File: src/rtl/logisim_input_conditioner.sv
// logisim_input_conditioner
// Conditions raw board pins into clean, active-high logical levels for the
// logisimInputBubbles bus. Each channel passes through a two-flop synchroniser,
// an optional polarity inversion, and a tick-paced debouncer. The block also
// emits registered one-clock rise and fall pulses per channel.

module logisim_input_conditioner #(
  parameter int                    nrOfInputs    = 5,
  parameter logic [nrOfInputs-1:0] activeLowMask = '0,
  parameter int                    debounceTicks = 4,
  parameter int                    counterBits   = 3
) (
  input  logic                  fpgaGlobalClock,
  input  logic                  fpgaGlobalResetN,
  input  logic                  fpgaTick,
  input  logic [nrOfInputs-1:0] fpgaInputs,
  output logic [nrOfInputs-1:0] logisimInputBubbles,
  output logic [nrOfInputs-1:0] inputRise,
  output logic [nrOfInputs-1:0] inputFall
);

  typedef enum logic {
    STABLE = 1'b0,
    VERIFY = 1'b1
  } chan_state_e;

  // One bit wider than the counter so that debounceTicks == 2^counterBits
  // can still be compared against counter+1 without wrapping.
  localparam logic [counterBits:0] ticks_target = (counterBits + 1)'(debounceTicks);
  localparam logic [counterBits:0] one_ext      = (counterBits + 1)'(1);

  logic [nrOfInputs-1:0]  sync1_q, sync1_d;
  logic [nrOfInputs-1:0]  sync2_q, sync2_d;
  logic [nrOfInputs-1:0]  level_q, level_d;
  logic [nrOfInputs-1:0]  rise_q, rise_d;
  logic [nrOfInputs-1:0]  fall_q, fall_d;
  logic [nrOfInputs-1:0]  sample;
  chan_state_e            state_q [nrOfInputs];
  chan_state_e            state_d [nrOfInputs];
  logic [counterBits-1:0] cnt_q   [nrOfInputs];
  logic [counterBits-1:0] cnt_d   [nrOfInputs];
  logic [counterBits:0]   cnt_plus[nrOfInputs];

  // Logical sample after synchronisation; active-low pins are flipped here.
  assign sample = sync2_q ^ activeLowMask;

  // Synchroniser chain shifts every clock, no enable.
  always_comb begin
    sync1_d = fpgaInputs;
    sync2_d = sync1_q;
  end

  // Per-channel debounce: a mismatch must survive debounceTicks ticks in a row.
  always_comb begin
    level_d = level_q;
    rise_d  = '0;
    fall_d  = '0;
    for (int i = 0; i < nrOfInputs; i++) begin
      state_d[i]  = state_q[i];
      cnt_d[i]    = cnt_q[i];
      cnt_plus[i] = {1'b0, cnt_q[i]} + one_ext;
      case (state_q[i])
        STABLE: begin
          cnt_d[i] = '0;
          if (sample[i] != level_q[i]) begin
            if (fpgaTick && (ticks_target == one_ext)) begin
              level_d[i] = sample[i];
              rise_d[i]  = sample[i];
              fall_d[i]  = ~sample[i];
            end else if (fpgaTick) begin
              state_d[i] = VERIFY;
              cnt_d[i]   = counterBits'(1);
            end else begin
              state_d[i] = VERIFY;
            end
          end
        end
        VERIFY: begin
          if (sample[i] == level_q[i]) begin
            state_d[i] = STABLE;
            cnt_d[i]   = '0;
          end else if (fpgaTick) begin
            if (cnt_plus[i] == ticks_target) begin
              state_d[i] = STABLE;
              cnt_d[i]   = '0;
              level_d[i] = sample[i];
              rise_d[i]  = sample[i];
              fall_d[i]  = ~sample[i];
            end else begin
              cnt_d[i] = cnt_plus[i][counterBits-1:0];
            end
          end
        end
        default: begin
          state_d[i] = STABLE;
          cnt_d[i]   = '0;
        end
      endcase
    end
  end

  // All state registers; reset preloads the synchroniser so the level reads 0.
  always_ff @(posedge fpgaGlobalClock) begin
    if (!fpgaGlobalResetN) begin
      sync1_q <= activeLowMask;
      sync2_q <= activeLowMask;
      level_q <= '0;
      rise_q  <= '0;
      fall_q  <= '0;
      for (int i = 0; i < nrOfInputs; i++) begin
        state_q[i] <= STABLE;
        cnt_q[i]   <= '0;
      end
    end else begin
      sync1_q <= sync1_d;
      sync2_q <= sync2_d;
      level_q <= level_d;
      rise_q  <= rise_d;
      fall_q  <= fall_d;
      for (int i = 0; i < nrOfInputs; i++) begin
        state_q[i] <= state_d[i];
        cnt_q[i]   <= cnt_d[i];
      end
    end
  end

  assign logisimInputBubbles = level_q;
  assign inputRise           = rise_q;
  assign inputFall           = fall_q;

endmodule
File: config.mk
export PLATFORM = sky130hd
export DESIGN_NAME = logisim_input_conditioner
export DESIGN_NICKNAME = d
export VERILOG_FILES = /design/src/rtl/logisim_input_conditioner.sv
export SDC_FILE = /design/constraint.sdc
export NUM_CORES = 1
export LEC_CHECK = 0
export ABC_AREA = 1
export BUFFER_PORTS_ARGS = -buffer_cell sky130_fd_sc_hd__buf_2
export CORE_UTILIZATION = 50
export CTS_BUF_LIST = sky130_fd_sc_hd__clkbuf_8 sky130_fd_sc_hd__clkbuf_16
export DETAILED_ROUTE_END_ITERATION = 10
export PLACE_DENSITY = 0.74
export SETUP_SLACK_MARGIN = 0.1
export SLEW_MARGIN = 20
export SYNTH_ARGS = -nofsm -noshare
export SYNTH_HDL_FRONTEND = slang
export SYNTH_SLANG_ARGS = --single-unit
export TNS_END_PERCENT = 100
File: constraint.sdc
create_clock -name fpgaGlobalClock -period 1.23 [get_ports fpgaGlobalClock]
set_clock_uncertainty 0.1 [all_clocks]
set_input_delay 0.1845 -clock fpgaGlobalClock [delete_from_list [all_inputs] [get_ports fpgaGlobalClock]]
set_output_delay 0.1845 -clock fpgaGlobalClock [all_outputs]
set_load 0.01 [all_outputs]
# Word level (Yosys, flattened, before mapping)
# Memory sizes are Yosys's and may differ from the RTL's.
# Cells that the tools add are included.
# totals
out_inout_bits	15
ff_bits	25
mem_bits_rw	20
wordCells	144
n_memories	2
in_bits	8
# mem_list
memory	words	width	rd	rd_clocked_by_memory_dff	write_ports	line_no	source
cnt_q	5	3	5	0	5	40	logic [counterBits-1:0] cnt_q [nrOfInputs];
state_q	5	1	5	0	5	38	chan_state_e state_q [nrOfInputs];
# classes
n_mux	63
bitwise	32
eq_ne	15
n_reduce_logical	10
n_addsub	5
# ops
operator	n
two-way mux 3 bit	23
two-way mux 1 bit	30
case mux 3 bit (2 select lines)	5
OR reduction 5 bit	5
NOT 1 bit	22
adder 3 x 1 -> 4 bit (second input constant)	5
== test 4 x 3 -> 1 bit (second input constant)	5
AND reduction 4 bit	5
bitwise OR 1 bit	10
case mux 1 bit (2 select lines)	5
== test 1 bit	5
inequality test 1 bit	5

# Logic depth before layout (Yosys ltp)
# Gate-level depths: netlist (run 1).
# An unclocked memory read counts as a cell.
# depth
depth_word	8
ltp_mapped	6
depth_no_buf	6

# Worst setup path after synthesis (run 1)
# Ideal clock, no wire load.
# synth_path
path_kind	reg-to-reg
startpoint	memory cnt_q[3][0], in the netlist cnt_q[0][9]
endpoint	memory cnt_q[3][1], in the netlist cnt_q[0][10]
arrival_ns	0.827
setup_slack_ns	0.186
n_path_buf	0
synth_period_minus_slack_ns	1.044
setup_ns	0.117
stages_incl_launch_ff	5
path_cell_list	dfxtp_1 -> ha_1 -> nand2_1 -> a21boi_0 -> nor2_1
# synth_lines
element	line_no
from (decl)	40

==> impl_metrics.env, run 1 <==
export IMPL_cap_violations=0
export IMPL_relSlewSlack_pct=84.0
export IMPL_finalPower_mw=2.45
export IMPL_crit_slowest_cell="dfxtp_2"
export IMPL_tns_ns=0
export IMPL_wl_mm=3.06
export IMPL_cp_max_fo=2
export IMPL_area_delta_synth_final_pct=21.2
export IMPL_cts_path_max_buffers=2
export IMPL_diodes=0
export IMPL_dr_first_iter_drc_count=73
export IMPL_die_area_um2=3680
export IMPL_setup_viol=0
export IMPL_period_share_pct=89.8
export IMPL_antenna_found_initial=0
export IMPL_syn_inst=230
export IMPL_numCtsBuffers=5
export IMPL_synth_distinct_cells=14
export IMPL_num_rows=20
export IMPL_cts_tree="built"
export IMPL_wl_met1_mm=1.42
export IMPL_yosysWarnings=0
export IMPL_overflow=0
export IMPL_worstPathCellList="ha_1 > nand2_1 > a21boi_1 > nor2_1"
export IMPL_final_nets=278
export IMPL_worst_slew_pin_slew_ns=0.240
export IMPL_drive_gt1_share_pct=21.4
export IMPL_clock_latency_ns=0.30
export IMPL_htreeDepth=2
export IMPL_routed_top_layer="met4"
export IMPL_dpl_hpwl_mm=2.11
export IMPL_worstSetupEndpointType="register"
export IMPL_peakVddDrop_v=0.000755
export IMPL_grt_pass1_wl_mm=5.08
export IMPL_grt_pass1_vias=1303
export IMPL_grt_use_total_pct=19.4
export IMPL_status="completed"
export IMPL_maxSlewViolCount=0
export IMPL_cts_num_sinks=45
export IMPL_p_leak_nw=1.01
export IMPL_ff2ff_setup_slack_ns=0.13
export IMPL_period_needed_ns=1.10
export IMPL_routabilityCongestion=0.777
export IMPL_mappedNetlistArea_um2=1720
export IMPL_syn_num_nets=243
export IMPL_core_area_um2=3150
export IMPL_finalHoldViolCount=0
export IMPL_hp_class="input pin to register"
export IMPL_cpPeakStageDelay_ns=0.33
export IMPL_fmax_mhz=906
export IMPL_synth_seq_cells=45
export IMPL_cp_start_kind="register"
export IMPL_powerDensity_nw_per_um2=1180
export IMPL_clkTransAtPathRegs_ns=0.08
export IMPL_ant_nets=0
export IMPL_critPathBufInv=0
export IMPL_avgRoutedWirePerCell_um=9.85
export IMPL_initial_core_util_pct=54.5
export IMPL_vias=1391
export IMPL_remaining_drc_errors=0
export IMPL_dr_wl_met3_um=114
export IMPL_drt_pass1_iter_count=4
export IMPL_path_class="register to register"
export IMPL_grt_max_degree=14
export IMPL_io_buffers=22
export IMPL_viasPerCell=4.49
export IMPL_critPathArrivalTime_ns=1.19
export IMPL_route_met2_wl_mm=1.47
export IMPL_die_h_um=60.6
export IMPL_die_x_um=60.6
export IMPL_crit_required_ns=1.32
export IMPL_io_pins=23
export IMPL_rsz0062_at_grt="true"
export IMPL_critical_path_top_delay_family="flip-flops"
export IMPL_cts_root_buf="clkbuf_8"
export IMPL_post_synth_cell_area_avg_um2=7.47
export IMPL_seq_area_frac_synth_pct=52.4
-- report_power, final --
part	internal [mW]	total (mW)	switching, mW
Combinational	0.0491	0.110	0.0608
Clock	0.385	0.853	0.467
Sequential	1.48	1.49	0.0132
Total	1.91	2.45	0.541
-- stage by stage --
| stage | setup WS (ns) | hold slack (ns) | std cells | utilization [%] | cell area, um^2 |
|---|---|---|---|---|---|
| after global placement | 0.147 | 0.269 | 296 | 59.7 | 1880 |
| after CTS | 0.105 | 0.126 | 309 | 63.9 | 2020 |
| final | 0.126 | 0.133 | 310 | 66.1 | 2080 |
| after detailed placement | 0.0999 | 0.273 | 296 | 59.7 | 1880 |
| after global routing | 0.0584 | 0.126 | 310 | 66.1 | 2080 |
| after floorplan | 0.186 | 0.182 | 230 | - | 1720 |
-- layout make-up --
type	instances	area, um^2
well taps	44	55.1
multi-input cells	142	683
clock buffers	5	68.8
clock inverters	3	13.8
inverters	38	143
fillers	291	1070
flip-flops and latches	45	915
repair buffers	33	205
-- kinds of logic after synthesis --
| kind of cell | Yosys count | synth area share [%] |
|---|---|---|
| AOI/OAI and AO/OA | 5 | 1.89 |
| xor gates and xnor gates | 5 | 2.55 |
| adders and majority gates | 5 | 3.64 |
| buffers and inverters | 43 | 10.6 |
| DFF | 45 | 52.4 |
| and+or+nand+nor | 127 | 28.9 |
-- cells in the final DEF, fill, tap and decap left out --
cell type      count
nand2_1           56
nor2_1            53
inv_1             37
dfxtp_1           34
buf_2             22
dfxtp_2           11
nand3_1            9
buf_4              6
xor2_1             5
nor2_2             5
clkbuf_8           5
dlygate4sd3_1      5
ha_1               3
inv_2              2
o21ai_0            2
nand4_1            2
a21boi_1           2
ha_4               2
clkinv_2           2
nor2_4             1
a21boi_0           1
nand3_2            1
-- registers in the layout, indices dropped and copies added (netlist names) --
| register | flops |
|---|---|
| cnt_q | 15 |
| inputFall | 5 |
| inputRise | 5 |
| logisimInputBubbles | 5 |
| sample | 5 |
| state_q | 5 |
| sync1_q | 5 |
-- timing repair --
| action | in CTS | in global routing |
|---|---|---|
| endpoints found under the hold margin | 5 | 0 |
| setup endpoints to repair | 3 | 25 |
| cloned | 0 | 0 |
| hold buffers | 5 | 0 |
| setup buffers | 0 | 1 |
| pin swaps | 1 | 9 |
| resized for setup | 2 | 24 |
-- worst paths after layout --
kind                     from      endpoint  depth (start not counted)
max               cnt_q[0][9]  cnt_q[0][10]                          4
min          fpgaGlobalResetN     sample[2]                          3
max reg2reg       cnt_q[0][9]  cnt_q[0][10]                          4
min reg2reg        sync1_q[3]     sample[3]                          2
-- metal layers --
layer	global-route usage, %	up-vias
met5	0	-
met4	10.7	0
met3	7.46	6
met2	31.7	28
met1	21.7	611
li1	-	746
-- synthesized netlist by cell type, drive strengths merged --
library cell,count,share of area [%]
inv,38,8.3
nand3,10,2.9
a21boi,3,1.3
nand2,56,12
nand4,2,0.73
nor2,59,13
buf,5,2.3
o21ai,2,0.58
ha,5,3.6
dfxtp,45,52
xor2,5,2.5
-- worst min-delay path, delay by kind of cell --
family                 cells  cell delay, ns
AND/OR/NAND/NOR            1            0.08
buffers and inverters      2            0.21
Note: power is estimated with default switching activity, not from simulation.
==> inputs of run 2 (changes only) <==
BUFFER_PORTS_ARGS = default   (was -buffer_cell sky130_fd_sc_hd__buf_2)
DONT_BUFFER_PORTS = 1   (was default)
PLACE_DENSITY = 0.68   (was 0.74)
==> impl_metrics.env, run 2 (synthesis results as in run 1) <==
export IMPL_status="finished with violations"
export IMPL_violations="negative hold slack"
export IMPL_antenna_found_initial=0
export IMPL_core_area_um2=3150
export IMPL_worstPathCellList="ha_4 > inv_2 > nor2_4 > nor2_2 > nor2_1 > nor2_1"
export IMPL_die_area_um2=3680
export IMPL_cpPeakStageDelay_ns=0.37
export IMPL_critPathArrivalTime_ns=1.18
export IMPL_tns_ns=0
export IMPL_drt_pass1_iter_count=4
export IMPL_worst_slew_pin_slew_ns=0.204
export IMPL_clock_latency_ns=0.30
export IMPL_dpl_hpwl_mm=1.86
export IMPL_grt_pass1_wl_mm=4.87
export IMPL_die_h_um=60.6
export IMPL_layout_commonest_cell="nand2_1"
export IMPL_dr_first_iter_drc_count=50
export IMPL_maxSlewViolCount=0
export IMPL_diodes=0
export IMPL_avgRoutedWirePerCell_um=9.96
export IMPL_crit_slowest_cell="dfxtp_4"
export IMPL_ant_nets=0
export IMPL_largest_register_ffs=15
export IMPL_num_rows=20
export IMPL_numCtsBuffers=5
export IMPL_viasPerCell=4.61
export IMPL_worstSetupEndpointType="register"
export IMPL_critical_path_top_delay_family="flip-flops"
export IMPL_critPathBufInv=1
export IMPL_clkTransAtPathRegs_ns=0.08
export IMPL_cts_root_buf="clkbuf_8"
export IMPL_htreeDepth=2
export IMPL_final_cell_mix="nand2_1, nor2_1, inv_1"
export IMPL_die_x_um=60.6
export IMPL_relSlewSlack_pct=86.4
export IMPL_path_class="register to register"
export IMPL_grt_use_total_pct=18.4
export IMPL_top_register="cnt_q"
export IMPL_wl_mm=2.82
export IMPL_grt_max_degree=26
export IMPL_drive_gt1_share_pct=13.8
export IMPL_placed_area_um2=1740
export IMPL_area_delta_synth_final_pct=15.6
export IMPL_period_share_pct=87.8
export IMPL_io_pins=23
export IMPL_hold_ws_ns=-0.118
export IMPL_crit_top_cell="nor2_1"
export IMPL_setup_viol=0
export IMPL_crit_required_ns=1.33
export IMPL_peakVddDrop_v=0.000953
export IMPL_rsz0062_at_grt="true"
export IMPL_io_buffers=0
export IMPL_initial_core_util_pct=54.5
export IMPL_remaining_drc_errors=0
export IMPL_hold_buffers=5
export IMPL_finalInstanceArea_um2=1990
export IMPL_dpl_cell_count=270
export IMPL_overflow=0
export IMPL_layoutNonFillerInstCount=283
export IMPL_post_cts_buffers=0
export IMPL_fillerInstances=297
export IMPL_cp_start_kind="register"
export IMPL_period_needed_ns=1.08
export IMPL_cts_tree="built"
export IMPL_fmax_mhz=926
export IMPL_setup_ws_ns=0.150
export IMPL_p_leak_nw=0.882
export IMPL_final_nets=251
export IMPL_dp_slack_ns=0.116
export IMPL_cap_violations=0
export IMPL_hp_class="input pin to register"
export IMPL_routabilityCongestion=0.751
export IMPL_cp_max_fo=2
export IMPL_powerDensity_nw_per_um2=1350
export IMPL_finalHoldViolCount=31
export IMPL_grt_pass1_vias=1209
export IMPL_cts_path_max_buffers=2
export IMPL_cts_num_sinks=45
export IMPL_vias=1304
-- run 2: final cells by class --
class                           count  area [um^2]  share of cell area (%)
Inverter                           38          143                    7.17
Tap cell                           44         55.1                    2.77
Clock buffer                        6         82.6                    4.15
Multi-Input combinational cell    142          702                    35.3
Timing Repair Buffer                6         57.6                    2.89
Clock inverter                      2         33.8                    1.70
Sequential cell                    45          915                    46.0
-- run 2: path summary, 6_finish.rpt --
path / start / end / slack (ns) / cells past startpoint
worst max-delay path: cnt_q[0][6] / cnt_q[0][7] / 0.15 / 6
worst min-delay path: fpgaGlobalResetN / sample[2] / -0.12 / 2
worst max register to register: cnt_q[0][6] / cnt_q[0][7] / 0.15 / 6
worst min register to register: sync1_q[3] / sample[3] / 0.32 / 2
-- run 2: power by group --
group / leakage (nW) / internal, mW / switching [mW]
combinational: 0.450 / 0.0323 / 0.0336
sequential: 0.370 / 1.48 / 0.0136
clock: 0.0626 / 0.654 / 0.471
-- run 2: routing by layer --
metal,routed length [um],part of all wire [%],GRT usage (%),up-vias
met5,0,0,0,-
met4,60,2.1,8.77,0
met3,134,4.8,7.04,7
li1,-,-,-,692
met1,1370,48,21.4,581
met2,1260,45,30.0,24
-- run 2: repair_timing --
action	in CTS	in global routing
pin swaps	2	8
setup endpoints to repair	2	25
endpoints found under the hold margin	36	27
resized for setup	1	30
-- run 2: per-stage QoR --
stage	power (mW)	util, %
2_1_floorplan	1.59	-
3_3_place_gp	1.57	55.2
3_5_place_dp	1.58	55.2
4_1_cts	2.72	60.6
5_1_grt	2.77	63.1
6_report	2.68	63.1
==> inputs of run 3 (changes only) <==
RECOVER_POWER = 100   (was default)
==> impl_metrics.env, run 3 (synthesis results as in run 1) <==
export IMPL_routabilityCongestion=0.751
export IMPL_cts_path_max_buffers=2
export IMPL_combPwrFrac_pct=2.4
export IMPL_hold_ws_ns=-0.118
export IMPL_period_share_pct=89.7
export IMPL_ff2ff_setup_slack_ns=0.13
export IMPL_swShare_pct=19.3
export IMPL_area_delta_synth_final_pct=14.6
export IMPL_fmax_mhz=906
export IMPL_cts_tree="built"
export IMPL_period_needed_ns=1.10
export IMPL_critPathArrivalTime_ns=1.20
export IMPL_setup_viol=0
export IMPL_placed_area_um2=1740
export IMPL_grt_use_total_pct=18.4
export IMPL_layout_commonest_cell="nand2_1"
export IMPL_worst_slew_pin_slew_ns=0.215
export IMPL_diodes=0
export IMPL_finalInstanceArea_um2=1970
export IMPL_crit_required_ns=1.32
export IMPL_intPower_mw=2.16
export IMPL_htreeDepth=2
export IMPL_finalHoldViolCount=31
export IMPL_worstSetupEndpointType="register"
export IMPL_fillerInstances=303
export IMPL_overflow=0
export IMPL_top_register="cnt_q"
export IMPL_final_cell_mix="nand2_1, nor2_1, dfxtp_1"
export IMPL_cp_max_fo=2
export IMPL_path_class="register to register"
export IMPL_cts_root_buf="clkbuf_8"
export IMPL_violations="negative hold slack"
export IMPL_avgRoutedWirePerCell_um=9.97
export IMPL_pwr_share_seq_pct=55.6
export IMPL_maxSlewViolCount=0
export IMPL_die_h_um=60.6
export IMPL_dr_first_iter_drc_count=51
export IMPL_io_buffers=0
export IMPL_hp_class="input pin to register"
export IMPL_die_area_um2=3680
export IMPL_viasPerCell=4.56
export IMPL_power_frac_clock_pct=42.0
export IMPL_p_sw_mw=0.518
export IMPL_cap_violations=0
export IMPL_initial_core_util_pct=54.5
export IMPL_wl_mm=2.82
export IMPL_p_leak_nw=0.878
export IMPL_numCtsBuffers=5
export IMPL_core_area_um2=3150
export IMPL_drt_pass1_iter_count=4
export IMPL_relSlewSlack_pct=85.6
export IMPL_tns_ns=0
export IMPL_drive_gt1_share_pct=9.62
export IMPL_cts_num_sinks=45
export IMPL_grt_pass1_wl_mm=4.87
export IMPL_clkTransAtPathRegs_ns=0.08
export IMPL_clock_latency_ns=0.30
export IMPL_grt_pass1_vias=1209
export IMPL_ant_nets=0
export IMPL_hold_buffers=5
export IMPL_final_nets=251
export IMPL_cp_start_kind="register"
export IMPL_post_cts_buffers=0
export IMPL_vias=1290
export IMPL_remaining_drc_errors=0
export IMPL_grt_max_degree=26
export IMPL_powerDensity_nw_per_um2=1360
export IMPL_io_pins=23
export IMPL_die_x_um=60.6
export IMPL_peakVddDrop_v=0.000955
export IMPL_antenna_found_initial=0
export IMPL_largest_register_ffs=15
export IMPL_status="finished with violations"
export IMPL_dpl_hpwl_mm=1.86
export IMPL_num_rows=20
export IMPL_rsz0062_at_grt="true"
-- run 3: timing repair --
| action | CTS | global route |
|---|---|---|
| pin swaps | 2 | 8 |
| gates resized for setup | 1 | 30 |
| endpoints found under the hold margin | 36 | 27 |
| setup endpoints to repair | 2 | 25 |
-- run 3: worst paths after layout --
path	start	cells past startpoint	end
min reg2reg	sync1_q[3]	2	sample[3]
min	fpgaGlobalResetN	2	sample[2]
max	cnt_q[0][6]	6	cnt_q[0][7]
max reg2reg	cnt_q[0][6]	6	cnt_q[0][7]
-- run 3: worst max-delay path, stage by stage, from the launching register on --
cell     delay [ns]
dfxtp_4        0.37
ha_4           0.13
inv_1          0.06
nor2_4         0.12
nor2_2         0.05
nor2_1         0.11
nor2_1         0.05
-- run 3: per-stage QoR --
step | util, % | setup WS, ns | hold WS [ns] | total power, mW | std cells
2_1_floorplan | - | 0.186 | 0.182 | 1.59 | 230
3_5_place_dp | 55.2 | 0.116 | 0.184 | 1.58 | 270
3_3_place_gp | 55.2 | 0.148 | 0.180 | 1.57 | 270
4_1_cts | 60.6 | 0.116 | -0.132 | 2.72 | 283
6_report | 62.5 | 0.126 | -0.118 | 2.68 | 283
5_1_grt | 62.5 | 0.0417 | -0.125 | 2.77 | 283
-- run 3: layer usage --
layer / vias up / wire, um / GRT usage (%)
met2: 24 / 1260 / 30.0
met5: - / 0 / 0
met4: 0 / 60 / 8.77
li1: 690 / - / -
met1: 569 / 1360 / 21.4
met3: 7 / 135 / 7.04
-- run 3: power groups by stage --
stage | clock (mW) | sequential, mW | combinational [mW]
after floorplan | 0 | 1.52 | 0.0687
after global placement | 0 | 1.52 | 0.0495
after detailed placement | 0 | 1.53 | 0.0508
after CTS | 1.16 | 1.49 | 0.0631
after global routing | 1.20 | 1.49 | 0.0763
final | 1.12 | 1.49 | 0.0648
-- run 3: cell type report --
class	count	area, um^2	area share [%]
sequential	45	910	46.2
timing repair buffer	6	57.6	2.92
tap	44	55.1	2.80
clock inverter	2	33.8	1.72
clock buffer	6	82.6	4.19
multi-input combinational	142	688	34.9
inverter	38	143	7.24
